===== src/rtl/display_scan_decoder_pkg.sv =====
// Shared constants, FSM encoding and 7-segment lookup for the scan-bus decoder.
// Pure declarations; no clocked logic, no flow control.
package display_scan_pkg;

    localparam logic [2:0] ERR_NONE    = 3'd0;
    localparam logic [2:0] ERR_ORDER   = 3'd1;
    localparam logic [2:0] ERR_MULTI   = 3'd2;
    localparam logic [2:0] ERR_BADSEG  = 3'd3;
    localparam logic [2:0] ERR_RANGE   = 3'd4;
    localparam logic [2:0] ERR_TIMEOUT = 3'd5;
    localparam logic [2:0] ERR_DP      = 3'd6;

    localparam logic [1:0] DIG_SU = 2'd0;
    localparam logic [1:0] DIG_ST = 2'd1;
    localparam logic [1:0] DIG_MU = 2'd2;
    localparam logic [1:0] DIG_MT = 2'd3;

    localparam logic [6:0] SEG_0 = 7'h3F;
    localparam logic [6:0] SEG_1 = 7'h06;
    localparam logic [6:0] SEG_2 = 7'h5B;
    localparam logic [6:0] SEG_3 = 7'h4F;
    localparam logic [6:0] SEG_4 = 7'h66;
    localparam logic [6:0] SEG_5 = 7'h6D;
    localparam logic [6:0] SEG_6 = 7'h7D;
    localparam logic [6:0] SEG_7 = 7'h07;
    localparam logic [6:0] SEG_8 = 7'h7F;
    localparam logic [6:0] SEG_9 = 7'h6F;

    // ST_Dk means digit k is staged and digit k+1 is awaited.
    typedef enum logic [1:0] {
        ST_IDLE = 2'd0,
        ST_D0   = 2'd1,
        ST_D1   = 2'd2,
        ST_D2   = 2'd3
    } scan_state_t;

    typedef struct packed {
        logic       vld;
        logic [3:0] bcd;
    } seg_dec_t;

    function automatic seg_dec_t seg7_to_bcd(input logic [6:0] seg);
        seg_dec_t dec;
        dec.vld = 1'b1;
        dec.bcd = 4'd0;
        case (seg)
            SEG_0:   dec.bcd = 4'd0;
            SEG_1:   dec.bcd = 4'd1;
            SEG_2:   dec.bcd = 4'd2;
            SEG_3:   dec.bcd = 4'd3;
            SEG_4:   dec.bcd = 4'd4;
            SEG_5:   dec.bcd = 4'd5;
            SEG_6:   dec.bcd = 4'd6;
            SEG_7:   dec.bcd = 4'd7;
            SEG_8:   dec.bcd = 4'd8;
            SEG_9:   dec.bcd = 4'd9;
            default: dec.vld = 1'b0;
        endcase
        return dec;
    endfunction

    function automatic logic [5:0] times10(input logic [3:0] t);
        logic [5:0] w_t;
        w_t = {2'b00, t};
        return (w_t << 3) + (w_t << 1);
    endfunction

endpackage


===== src/rtl/display_scan_decoder_seg7.sv =====
// Strict 7-segment to BCD decoder; any non-digit pattern clears o_vld.
// Combinational, zero latency, no flow control.
module seg7_to_bcd
    import display_scan_pkg::*;
(
    input  logic [6:0] i_seg,
    output logic [3:0] o_bcd,
    output logic       o_vld
);

    seg_dec_t w_dec;

    assign w_dec = display_scan_pkg::seg7_to_bcd(i_seg);
    assign o_bcd = w_dec.bcd;
    assign o_vld = w_dec.vld;

endmodule


===== src/rtl/display_scan_decoder.sv =====
// Decodes a 4-digit multiplexed 7-seg scan back to mm:ss; frame_valid/err pulse 1 clk after the last/offending sample.
// No backpressure: the scan bus free-runs. Define DP_CHECK_EN to also check the decimal point on every digit.
module display_scan_decoder
    import display_scan_pkg::*;
#(
    parameter int SETTLE_CYC  = 0,
    parameter int TIMEOUT_CYC = 1024
) (
    input  logic       i_clk,
    input  logic       i_rst_n,
    input  logic [6:0] i_seg,
    input  logic       i_dp,
    input  logic [3:0] i_dig_en,
    output logic [5:0] o_seconds,
    output logic [5:0] o_minutes,
    output logic       o_frame_valid,
    output logic       o_err,
    output logic [2:0] o_err_code
);

    localparam int SW = $clog2(SETTLE_CYC + 2);
    localparam int TW = $clog2(TIMEOUT_CYC);

    scan_state_t r_state, w_state_nxt;
    logic [3:0]    r_prev_en;
    logic [SW-1:0] r_hold, w_hold;
    logic [TW-1:0] r_to_cnt;
    logic [3:0]    r_su, r_st, r_mu;
    logic [5:0]    r_seconds, r_minutes;
    logic          r_frame_valid, r_err;
    logic [2:0]    r_err_code;

    logic       w_sample, w_onehot, w_seg_vld, w_dp_ok;
    logic [3:0] w_bcd;
    logic [1:0] w_dig_idx, w_exp_idx;
    logic [2:0] w_dig_code, w_code;
    logic       w_abort, w_stage, w_done, w_to_clr;

    seg7_to_bcd u_dec (
        .i_seg (i_seg),
        .o_bcd (w_bcd),
        .o_vld (w_seg_vld)
    );

    // Hold counter saturates one past the settle point so a long hold samples once.
    assign w_hold   = (i_dig_en != r_prev_en) ? '0 :
                      (r_hold == SW'(SETTLE_CYC + 1)) ? r_hold : r_hold + 1'b1;
    assign w_sample = (i_dig_en != 4'd0) && (w_hold == SW'(SETTLE_CYC));
    assign w_onehot = $onehot(i_dig_en);

`ifdef DP_CHECK_EN
    assign w_dp_ok = (i_dp == (w_dig_idx != DIG_MT));
`else
    logic w_unused_dp;
    assign w_unused_dp = i_dp;
    assign w_dp_ok     = 1'b1;
`endif

    always_comb begin
        w_dig_idx = DIG_SU;
        case (i_dig_en)
            4'b0010: w_dig_idx = DIG_ST;
            4'b0100: w_dig_idx = DIG_MU;
            4'b1000: w_dig_idx = DIG_MT;
            default: w_dig_idx = DIG_SU;
        endcase
    end

    always_comb begin
        w_exp_idx = DIG_SU;
        case (r_state)
            ST_D0:   w_exp_idx = DIG_ST;
            ST_D1:   w_exp_idx = DIG_MU;
            ST_D2:   w_exp_idx = DIG_MT;
            default: w_exp_idx = DIG_SU;
        endcase
    end

    always_comb begin
        w_dig_code = ERR_NONE;
        if (!w_seg_vld)
            w_dig_code = ERR_BADSEG;
        else if ((w_dig_idx == DIG_ST || w_dig_idx == DIG_MT) && w_bcd > 4'd5)
            w_dig_code = ERR_RANGE;
        else if (!w_dp_ok)
            w_dig_code = ERR_DP;
    end

    always_comb begin
        w_state_nxt = r_state;
        w_abort     = 1'b0;
        w_code      = ERR_NONE;
        w_stage     = 1'b0;
        w_done      = 1'b0;
        w_to_clr    = 1'b0;
        if (w_sample) begin
            w_to_clr = 1'b1;
            if (!w_onehot) begin
                w_abort     = 1'b1;
                w_code      = ERR_MULTI;
                w_state_nxt = ST_IDLE;
            end else if (r_state == ST_IDLE) begin
                if (w_dig_idx == DIG_SU) begin
                    if (w_dig_code != ERR_NONE) begin
                        w_abort = 1'b1;
                        w_code  = w_dig_code;
                    end else begin
                        w_stage     = 1'b1;
                        w_state_nxt = ST_D0;
                    end
                end
            end else if (w_dig_idx != w_exp_idx) begin
                // An early units-seconds strobe resynchronises onto a new frame.
                w_abort     = 1'b1;
                w_code      = ERR_ORDER;
                w_stage     = (w_dig_idx == DIG_SU) && (w_dig_code == ERR_NONE);
                w_state_nxt = w_stage ? ST_D0 : ST_IDLE;
            end else if (w_dig_code != ERR_NONE) begin
                w_abort     = 1'b1;
                w_code      = w_dig_code;
                w_state_nxt = ST_IDLE;
            end else begin
                w_stage = 1'b1;
                case (r_state)
                    ST_D0:   w_state_nxt = ST_D1;
                    ST_D1:   w_state_nxt = ST_D2;
                    default: begin
                        w_state_nxt = ST_IDLE;
                        w_done      = 1'b1;
                    end
                endcase
            end
        end else if (r_state != ST_IDLE && r_to_cnt == TW'(TIMEOUT_CYC - 1)) begin
            w_abort     = 1'b1;
            w_code      = ERR_TIMEOUT;
            w_state_nxt = ST_IDLE;
        end
    end

    always_ff @(posedge i_clk or negedge i_rst_n) begin
        if (!i_rst_n) begin
            r_state       <= ST_IDLE;
            r_prev_en     <= 4'd0;
            r_hold        <= '0;
            r_to_cnt      <= '0;
            r_su          <= 4'd0;
            r_st          <= 4'd0;
            r_mu          <= 4'd0;
            r_seconds     <= 6'd0;
            r_minutes     <= 6'd0;
            r_frame_valid <= 1'b0;
            r_err         <= 1'b0;
            r_err_code    <= ERR_NONE;
        end else begin
            r_state       <= w_state_nxt;
            r_prev_en     <= i_dig_en;
            r_hold        <= w_hold;
            r_to_cnt      <= (w_to_clr || w_state_nxt == ST_IDLE) ? '0 : r_to_cnt + 1'b1;
            r_frame_valid <= w_done;
            r_err         <= w_abort;
            if (w_stage) begin
                case (w_dig_idx)
                    DIG_SU:  r_su <= w_bcd;
                    DIG_ST:  r_st <= w_bcd;
                    DIG_MU:  r_mu <= w_bcd;
                    default: ;
                endcase
            end
            if (w_abort)
                r_err_code <= w_code;
            if (w_done) begin
                r_seconds <= times10(r_st) + {2'b00, r_su};
                r_minutes <= times10(w_bcd) + {2'b00, r_mu};
            end
        end
    end

    assign o_seconds     = r_seconds;
    assign o_minutes     = r_minutes;
    assign o_frame_valid = r_frame_valid;
    assign o_err         = r_err;
    assign o_err_code    = r_err_code;

endmodule

===== config.mk =====
export PLATFORM = sky130hd
export DESIGN_NAME = display_scan_decoder
export DESIGN_NICKNAME = d
export VERILOG_FILES = /design/src/rtl/display_scan_decoder_pkg.sv /design/src/rtl/display_scan_decoder_seg7.sv /design/src/rtl/display_scan_decoder.sv
export SDC_FILE = /design/constraint.sdc
export NUM_CORES = 1
export LEC_CHECK = 0
export CAP_MARGIN = 20
export CELL_PAD_IN_SITES_DETAIL_PLACEMENT = 0
export CELL_PAD_IN_SITES_GLOBAL_PLACEMENT = 1
export CORE_ASPECT_RATIO = 0.6
export CORE_UTILIZATION = 45
export CTS_CLUSTER_DIAMETER = 60
export DETAILED_ROUTE_END_ITERATION = 12
export GPL_TIMING_DRIVEN = 0
export PLACE_DENSITY = 0.84
export REMOVE_ABC_BUFFERS = 1
export SYNTH_ARGS = -nofsm -noshare
export SYNTH_HDL_FRONTEND = slang
export SYNTH_HIERARCHICAL = 1
export SYNTH_SLANG_ARGS = --single-unit

===== constraint.sdc =====
create_clock -name i_clk -period 2.9 [get_ports i_clk]
set_input_delay 0.435 -clock i_clk [delete_from_list [all_inputs] [get_ports i_clk]]
set_output_delay 0.435 -clock i_clk [all_outputs]
set_load 0.02 [all_outputs]

==> flow_summary.json, run 1 <==
{
  "outcome": "finished, final reports clean",
  "coreArea_um2": 5728,
  "layout.nets": 332,
  "placed_cell_area_um2": 3082,
  "synth_enable_flop_cells": 0,
  "cap_viol_max_count": 0,
  "antenna_found_initial": 0,
  "cts_hold_buf": 0,
  "cts.path.max_buffers": 2,
  "die-width_um": 102.9,
  "whs_ps": 59.79,
  "drc": 0,
  "die_h_um": 62.53,
  "ir_drop_v": 0.0002705,
  "fin_area_um2": 3378,
  "cp_data_arrival_time_ps": 2990,
  "topRoutingLayerUsed": "met4",
  "num_rows": 21,
  "ys_async_sr_fraction_pct": 100.0,
  "cts_max_level": 2,
  "crit_start": "i_dig_en[0]",
  "cpPeakStageDelay_ps": 530,
  "ys_seq_area_share_pct": 40.98,
  "numClockSinks": 45,
  "syn_area_um2": 2748,
  "cp-end-kind": "flip-flop",
  "drv_slew": 0,
  "grt_max_degree": 30,
  "wirelength_um": 5563,
  "cp.required_ps": 3090,
  "met3_length_um": 235,
  "reg2reg_to": "o_seconds[4]",
  "ctsRootBufferMaster": "clkbuf_8",
  "grt_pass1_wl_um": 9618,
  "clkLatencyLatePin_ps": 300,
  "place_hpwl_um": 3969,
  "postRouteAntennaNets": 0,
  "die_area_um2": 6433,
  "cts_tree": "built",
  "port_buffers": 29,
  "io_pins": 31,
  "timing.rr.start": "r_state[1]",
  "clk_pin_slew_ps": 90,
  "setup_ws_ps": 98.23,
  "setup_viol": 0,
  "syn_inst": 252,
  "dr_wl_met2_um": 2356,
  "r2r_slack_ps": 300,
  "first_iter_violations": 86,
  "grt_overflow": 0,
  "detail_route.wl_per_cell_um": 14.91,
  "postLayoutCoreUtil_pct": 58.98,
  "n_antenna_cell": 0,
  "wl_met1_um": 2955,
  "leakagePower_nw": 1.667,
  "ys_ff_latch": 45,
  "crit_type": "primary input to flip-flop",
  "path_buf_inv": 4,
  "initial_utilization_pct": 47.97,
  "cp_max_fo": 6,
  "r2r_cells": 8,
  "first_global_vias": 2024,
  "numCtsBuffers": 5,
  "yosysWarnings": 6,
  "num_vias": 1971,
  "p_per_area_nw_per_um2": 388.8,
  "skew_ps": 9.659,
  "cp_top_family": "adder cells",
  "cp_cell_sequence": "clkdlybuf4s15_2 > inv_2 > fa_1 > inv_1 > ha_1 > ha_1 > nor2_2 > nand2_2 > nor2_2 > nand2_2 > nor3_4 > bufbuf_16 > mux2_2",
  "fin_setup_tns_ps": 0,
  "post_synth.cell_area_avg_um2": 10.90,
  "fillCellCount": 525,
  "track_usage_pct": 19.28,
  "viasPerCell": 5.284,
  "slew_headroom_pct": 69.95,
  "drtPass1Iterations": 4,
  "drive_above_1_share_pct": 21.16,
  "fin_crit_sh_pct": 96.61,
  "gp_congestion": 0.7901,
  "hp-class": "primary input to async pin",
  "critPathLaunchType": "primary input",
  "crit_slowest_cell": "fa_1",
  "fin_crit_ps": 2802,
  "max_freq_ghz": 0.3569,
  "rsz0062_at_grt": "true",
  "hold_viol": 0,
  "path_depth": 13,
  "pre_cts_ws_ps": -968.6,
  "ys_types": 46,
  "worstMarginPinSlew_ps": 448.8,
  "area_growth_pct": 22.95,
  "ys.flop_type": "dfrtp_1"
}
[final cells by class]
type / instances / area (um2) / share of cell area [%]
Clock inverter: 2 / 38.79 / 1.148
Clock buffer: 6 / 72.57 / 2.148
Sequential cell: 45 / 1126 / 33.33
Inverter: 13 / 48.80 / 1.444
Multi-Input combinational cell: 186 / 1559 / 46.15
Tap cell: 80 / 100.1 / 2.963
Timing Repair Buffer: 41 / 432.9 / 12.81
[how the worst max path moves through the flow]
stage / slack [ps] / end
after floorplan: 90 / o_minutes[0]
after global placement: -880 / o_seconds[1]
after detailed placement: -970 / o_minutes[5]
after CTS: 0.6 / o_minutes[5]
after global routing: -30 / o_minutes[2]
final: 100 / o_seconds[4]
[synthesized netlist by cell type, types with 2 or more instances]
cell type  number  area (um2)
mux2_2         20       225.2
nor4_2          2       25.02
a211o_1         2       17.52
o21ai_0         3       15.01
nand3_1        10       50.05
or2_2           3       18.77
and2_1          3       18.77
nand3b_1        2       15.01
mux2i_1         3       30.03
nand2_1        13       48.80
dfrtp_1        45        1126
o21a_1          2       15.01
ha_1           21       262.8
inv_1          13       48.80
or3b_1          2       17.52
nor3_1          3       15.01
a21boi_0        2       15.01
a21oi_1         7       35.03
nor2_1         24       90.09
buf_6           3       33.78
nand2b_1        2       12.51
a21o_1          6       45.04
nand4_1         2       12.51
nor4_1          3       18.77
xor2_1          8       70.07
a22o_1          5       43.79
o211ai_1        4       30.03
and3_1          2       12.51
a211oi_1        2       15.01
o21bai_1        3       22.52
xnor2_1        11       96.34
buf_2           3       15.01
fa_1            5       100.1
[sequential cells by signal (all words and copies together) (netlist names)]
register	count
r_to_cnt	10
o_err_code	3
r_mu	4
o_frame_valid	1
o_seconds	6
r_prev_en	4
r_su	4
o_err	1
r_state	2
r_st	4
o_minutes	6
[layer usage]
layer | vias up | global-route usage, %
li1 | 970 | -
met1 | 962 | 28.88
met2 | 37 | 29.00
met3 | 2 | 3.691
met4 | 0 | 3.697
met5 | - | 0
[timing repair]
| action | CTS | global route |
|---|---|---|
| buffers inserted | 7 | 3 |
| setup endpoints to repair | 29 | 13 |
| pin swaps | 6 | 4 |
| gates cloned | 1 | 0 |
| gates resized for setup | 25 | 9 |
[cells in the final DEF, fill, tap and decap left out, types with 4 or more instances in the layout]
cell	netlist	layout
dfrtp_1	45	45
clkdlybuf4s50_1	0	19
xor2_1	8	8
nand2_1	13	10
nor2_1	24	21
clkbuf_8	0	5
fa_1	5	5
xnor2_1	11	11
buf_4	1	8
inv_1	13	12
o211ai_1	4	4
a21oi_1	7	7
nand3_1	10	10
a21o_1	6	6
a22o_1	5	5
ha_1	21	20
mux2_2	20	20
[cells by family after synthesis]
kind of cell	Yosys count	share of synthesized area, %
xor gates and xnor gates	19	6.056
AOI/OAI and AO/OA	41	11.06
adders and majority gates	26	13.21
muxes	23	9.290
DFF	45	40.98
and+or+nand+nor	77	15.03
buffers and inverters	21	4.371
[stage by stage]
step | power, mW | std cells
5_1_grt | 1.377 | 373
3_5_place_dp | 0.8253 | 354
4_1_cts | 1.318 | 370
2_1_floorplan | 0.7471 | 244
3_3_place_gp | 0.8170 | 353
6_report | 1.313 | 373
[report_power, final]
group	total [mW]	internal, mW	switching [mW]
clock network	0.485	0.259	0.226
logic	0.185	0.0756	0.109
registers	0.644	0.638	0.00595
total	1.31	0.973	0.341
(Power assumes the default switching activity.)
==> inputs of run 2 (changes only) <==
==> constraint.sdc (replaced) <==
create_clock -name i_clk -period 2.9 [get_ports i_clk]
set_input_delay 0.435 -clock i_clk [delete_from_list [all_inputs] [get_ports i_clk]]
set_output_delay 0.435 -clock i_clk [all_outputs]
set_load 0.05 [all_outputs]
==> results of run 2 <==
Same layout as run 1 (identical final DEF). Status: finished, final reports clean.
Among the figures that moved: total power 1.313 mW -> 1.326 mW; worst IR drop on VDD 0.0002705 V -> 0.0002706 V
==> RTL edit, RTL diff (flow settings as in run 1) <==
Reset style: synchronous (`i_rst_n`), changed in one clocked block.
--- a/src/rtl/display_scan_decoder.sv
+++ b/src/rtl/display_scan_decoder.sv
@@ -137,7 +137,7 @@
         end
     end
 
-    always_ff @(posedge i_clk or negedge i_rst_n) begin
+    always_ff @(posedge i_clk) begin
         if (!i_rst_n) begin
             r_state       <= ST_IDLE;
             r_prev_en     <= 4'd0;
Function: differs if i_rst_n is asserted again (counterexample within 4 cycles, from zero or initial values and one cycle with i_rst_n low); with i_rst_n held inactive, the same outputs for 10 cycles.
==> RTL edit against run 1 <==
  * Count of clock-buffer cells in the layout increased by 1
  * Sequential cell count did not move
  * Routed wire length grew 18%
  * Maximum frequency grew 0.17%
  * Sequential power is 2% lower
  * Critical path type unchanged
  * Area after synthesis increased by 0.36%
  * Utilization rose by 0.41 points
  * Global-route usage grew 2.9 points
  * Setup slack gained 4.6 ps
  * Total power up 2.7%
  * Cell area up 0.70%
  * Die area is 0.35% higher
==> RTL edit: results (changes against run 1) <==
POWER
----------------------------------------------------------------------------------------------------
Leakage power                                                                            0.001326 uW   -20%
Highest ir drop seen on vdd                                                                0.2944 mV   +8.8%

SETUP PATH
----------------------------------------------------------------------------------------------------
CP peak stage delay                                                                           330 ps   -200 ps
Worst Path Arrival                                                                           2980 ps   about the same
Maximum fanout along the worst path                                                                9   +3
Cell type of the slowest stage on the worst timing path                                 dlygate4sd2_1
Crit path max-delay family                                                              compound AO/OA/AOI/OAI gates

PLACE
----------------------------------------------------------------------------------------------------
Placed inst area                                                                        0.003064 sq mm   -0.57%
Detail Placement HPWL                                                                   4451 microns   +12%
RD Place Congestion                                                                           0.8815   +12%

YOSYS
----------------------------------------------------------------------------------------------------
Library cells used by synthesis                                                                   62   +35%
Proportion of synthesized chip area in sequential cells                                       32.67%   -8.3 points
Share of flip-flops with an asynchronous set or reset                                             0%   -100 points
Largest cells by area after synthesis                                                   dfxtp_1 33%, ha_1 9.5%, xnor2_1 4.8%, nand3_1 4.2%, fa_1 3.6%
Most frequent cells after synthesis                                                     45 x dfxtp_1, 23 x nand2_1, 23 x nand3_1, 23 x nor2_1, 21 x ha_1

WORST HOLD PATH
----------------------------------------------------------------------------------------------------
Hold crit path type                                                                       reg -> reg

CLOCK TREE
----------------------------------------------------------------------------------------------------
Clock-pin slew reported for the worst setup and hold paths after clock tree synthesis          90 ps   about the same

DETAILED ROUTING
----------------------------------------------------------------------------------------------------
Detail-routed net length per standard cell                                              15.93 microns   +6.8%
Mean number of vias per cell                                                                   5.579   +5.6%

STA
----------------------------------------------------------------------------------------------------
Tightest slew margin relative to the limit                                                    49.10%   -21 points
Final setup skew                                                                            6.482 ps   -3.177 ps

RUN STATUS
----------------------------------------------------------------------------------------------------
Status                                                                                  finished, final reports clean

FINISH
----------------------------------------------------------------------------------------------------
Final Net Count                                                                                  372   +12%
Number of fill cells                                                                             540   +2.9%
Register ranked first by flip-flop count                                                    r_to_cnt
Fraction of layout instances using a drive strength above 1                                   16.22%   -4.9 points

GRT
----------------------------------------------------------------------------------------------------
Global router's overall resource usage                                                        22.22%   +2.9 points
First-pass GRT wire length                                                              11050 microns   +15%
Vias in the first global route                                                                  2171   +7.3%

RTL edit: changes by cell type after synthesis, moves of 4 or more:
cell	change
o21ai_0	+13
dfrtp_1	-45
mux2_2	-20
a22o_1	-4
nand2_1	+10
clkbuf_1	+6
xnor2_1	+4
dfxtp_1	+45
nor4_1	+7
nand3_1	+13
RTL edit: area by class of cell:
type / instances / area, sq um / area share [%]
multi-input cells: 226 / 1821 / 53.51
flip-flops and latches: 45 / 900.9 / 26.48
repair buffers: 42 / 419.2 / 12.32
well taps: 80 / 100.1 / 2.942
clock buffers: 7 / 86.33 / 2.538
inverters: 12 / 45.04 / 1.324
clock inverters: 1 / 30.03 / 0.8827
RTL edit: where the power goes:
group          leakage, uW  total (uW)  switching (uW)  internal (uW)
Sequential        0.000364         629            3.65            626
Clock            0.0000585         504             223            281
Combinational     0.000903         215             137           78.2
RTL edit: through the flow:
step / hold WS [ps] / instances / power [uW] / TNS, ps / setup slack [ps]
CTS: 443.9 / 410 / 1343 / 0 / 16.94
floorplan: 413.4 / 282 / 756.3 / -550.5 / -80.04
finish: 449.6 / 413 / 1348 / 0 / 102.9
detailed placement: 430.5 / 391 / 829.7 / -38390 / -1286
global placement: 425.6 / 391 / 827.1 / -37010 / -1241
global route: 485.3 / 413 / 1417 / -104.4 / -39.56
RTL edit: metal layers:
metal	wire length, microns	part of all wire, %	global-route usage (%)
met5	0	0	0
met4	38	0.58	5.106
met3	411	6.2	5.257
met2	2547	39	28.67
met1	3581	54	35.98
RTL edit: worst min-delay path, stage by stage (launching register included):
cell and delay, ps:
dfxtp_1 330, nand2_1 60, nor2_1 30
RTL edit: kinds of logic (layout without fill, tap and decap cells):
group / Yosys count / count (layout) / share of synthesized area [%]
adder cells (fa/ha/maj): 26 / 26 / 13.16
AO/OA/AOI/OAI: 58 / 58 / 17.88
multiplexers: 6 / 6 / 2.314
buffers and inverters: 27 / 62 / 4.673
flip-flops: 45 / 45 / 32.67
XOR/XNOR: 20 / 20 / 6.352
AND/OR/NAND/NOR: 115 / 116 / 22.96
RTL edit: path summary, 6_finish.rpt:
path | from | endpoint | slack [ps] | cells past startpoint
worst max-delay path | i_seg[6] | r_mu[3]$_SDFFE_PN0P_ | 100 | 11
worst min-delay path | r_st[3]$_SDFFE_PN0P_ | r_st[3]$_SDFFE_PN0P_ | 450 | 2
worst max register to register | r_state[1]$_SDFF_PN0_ | r_mu[3]$_SDFFE_PN0P_ | 190 | 9
worst min register to register | r_st[3]$_SDFFE_PN0P_ | r_st[3]$_SDFFE_PN0P_ | 450 | 2
RTL edit: timing repair:
action	in CTS	in global routing
setup buffers	10	2
resized for setup	25	15
gates cloned	1	0
endpoints found under the setup margin	41	37
pin swaps	7	4
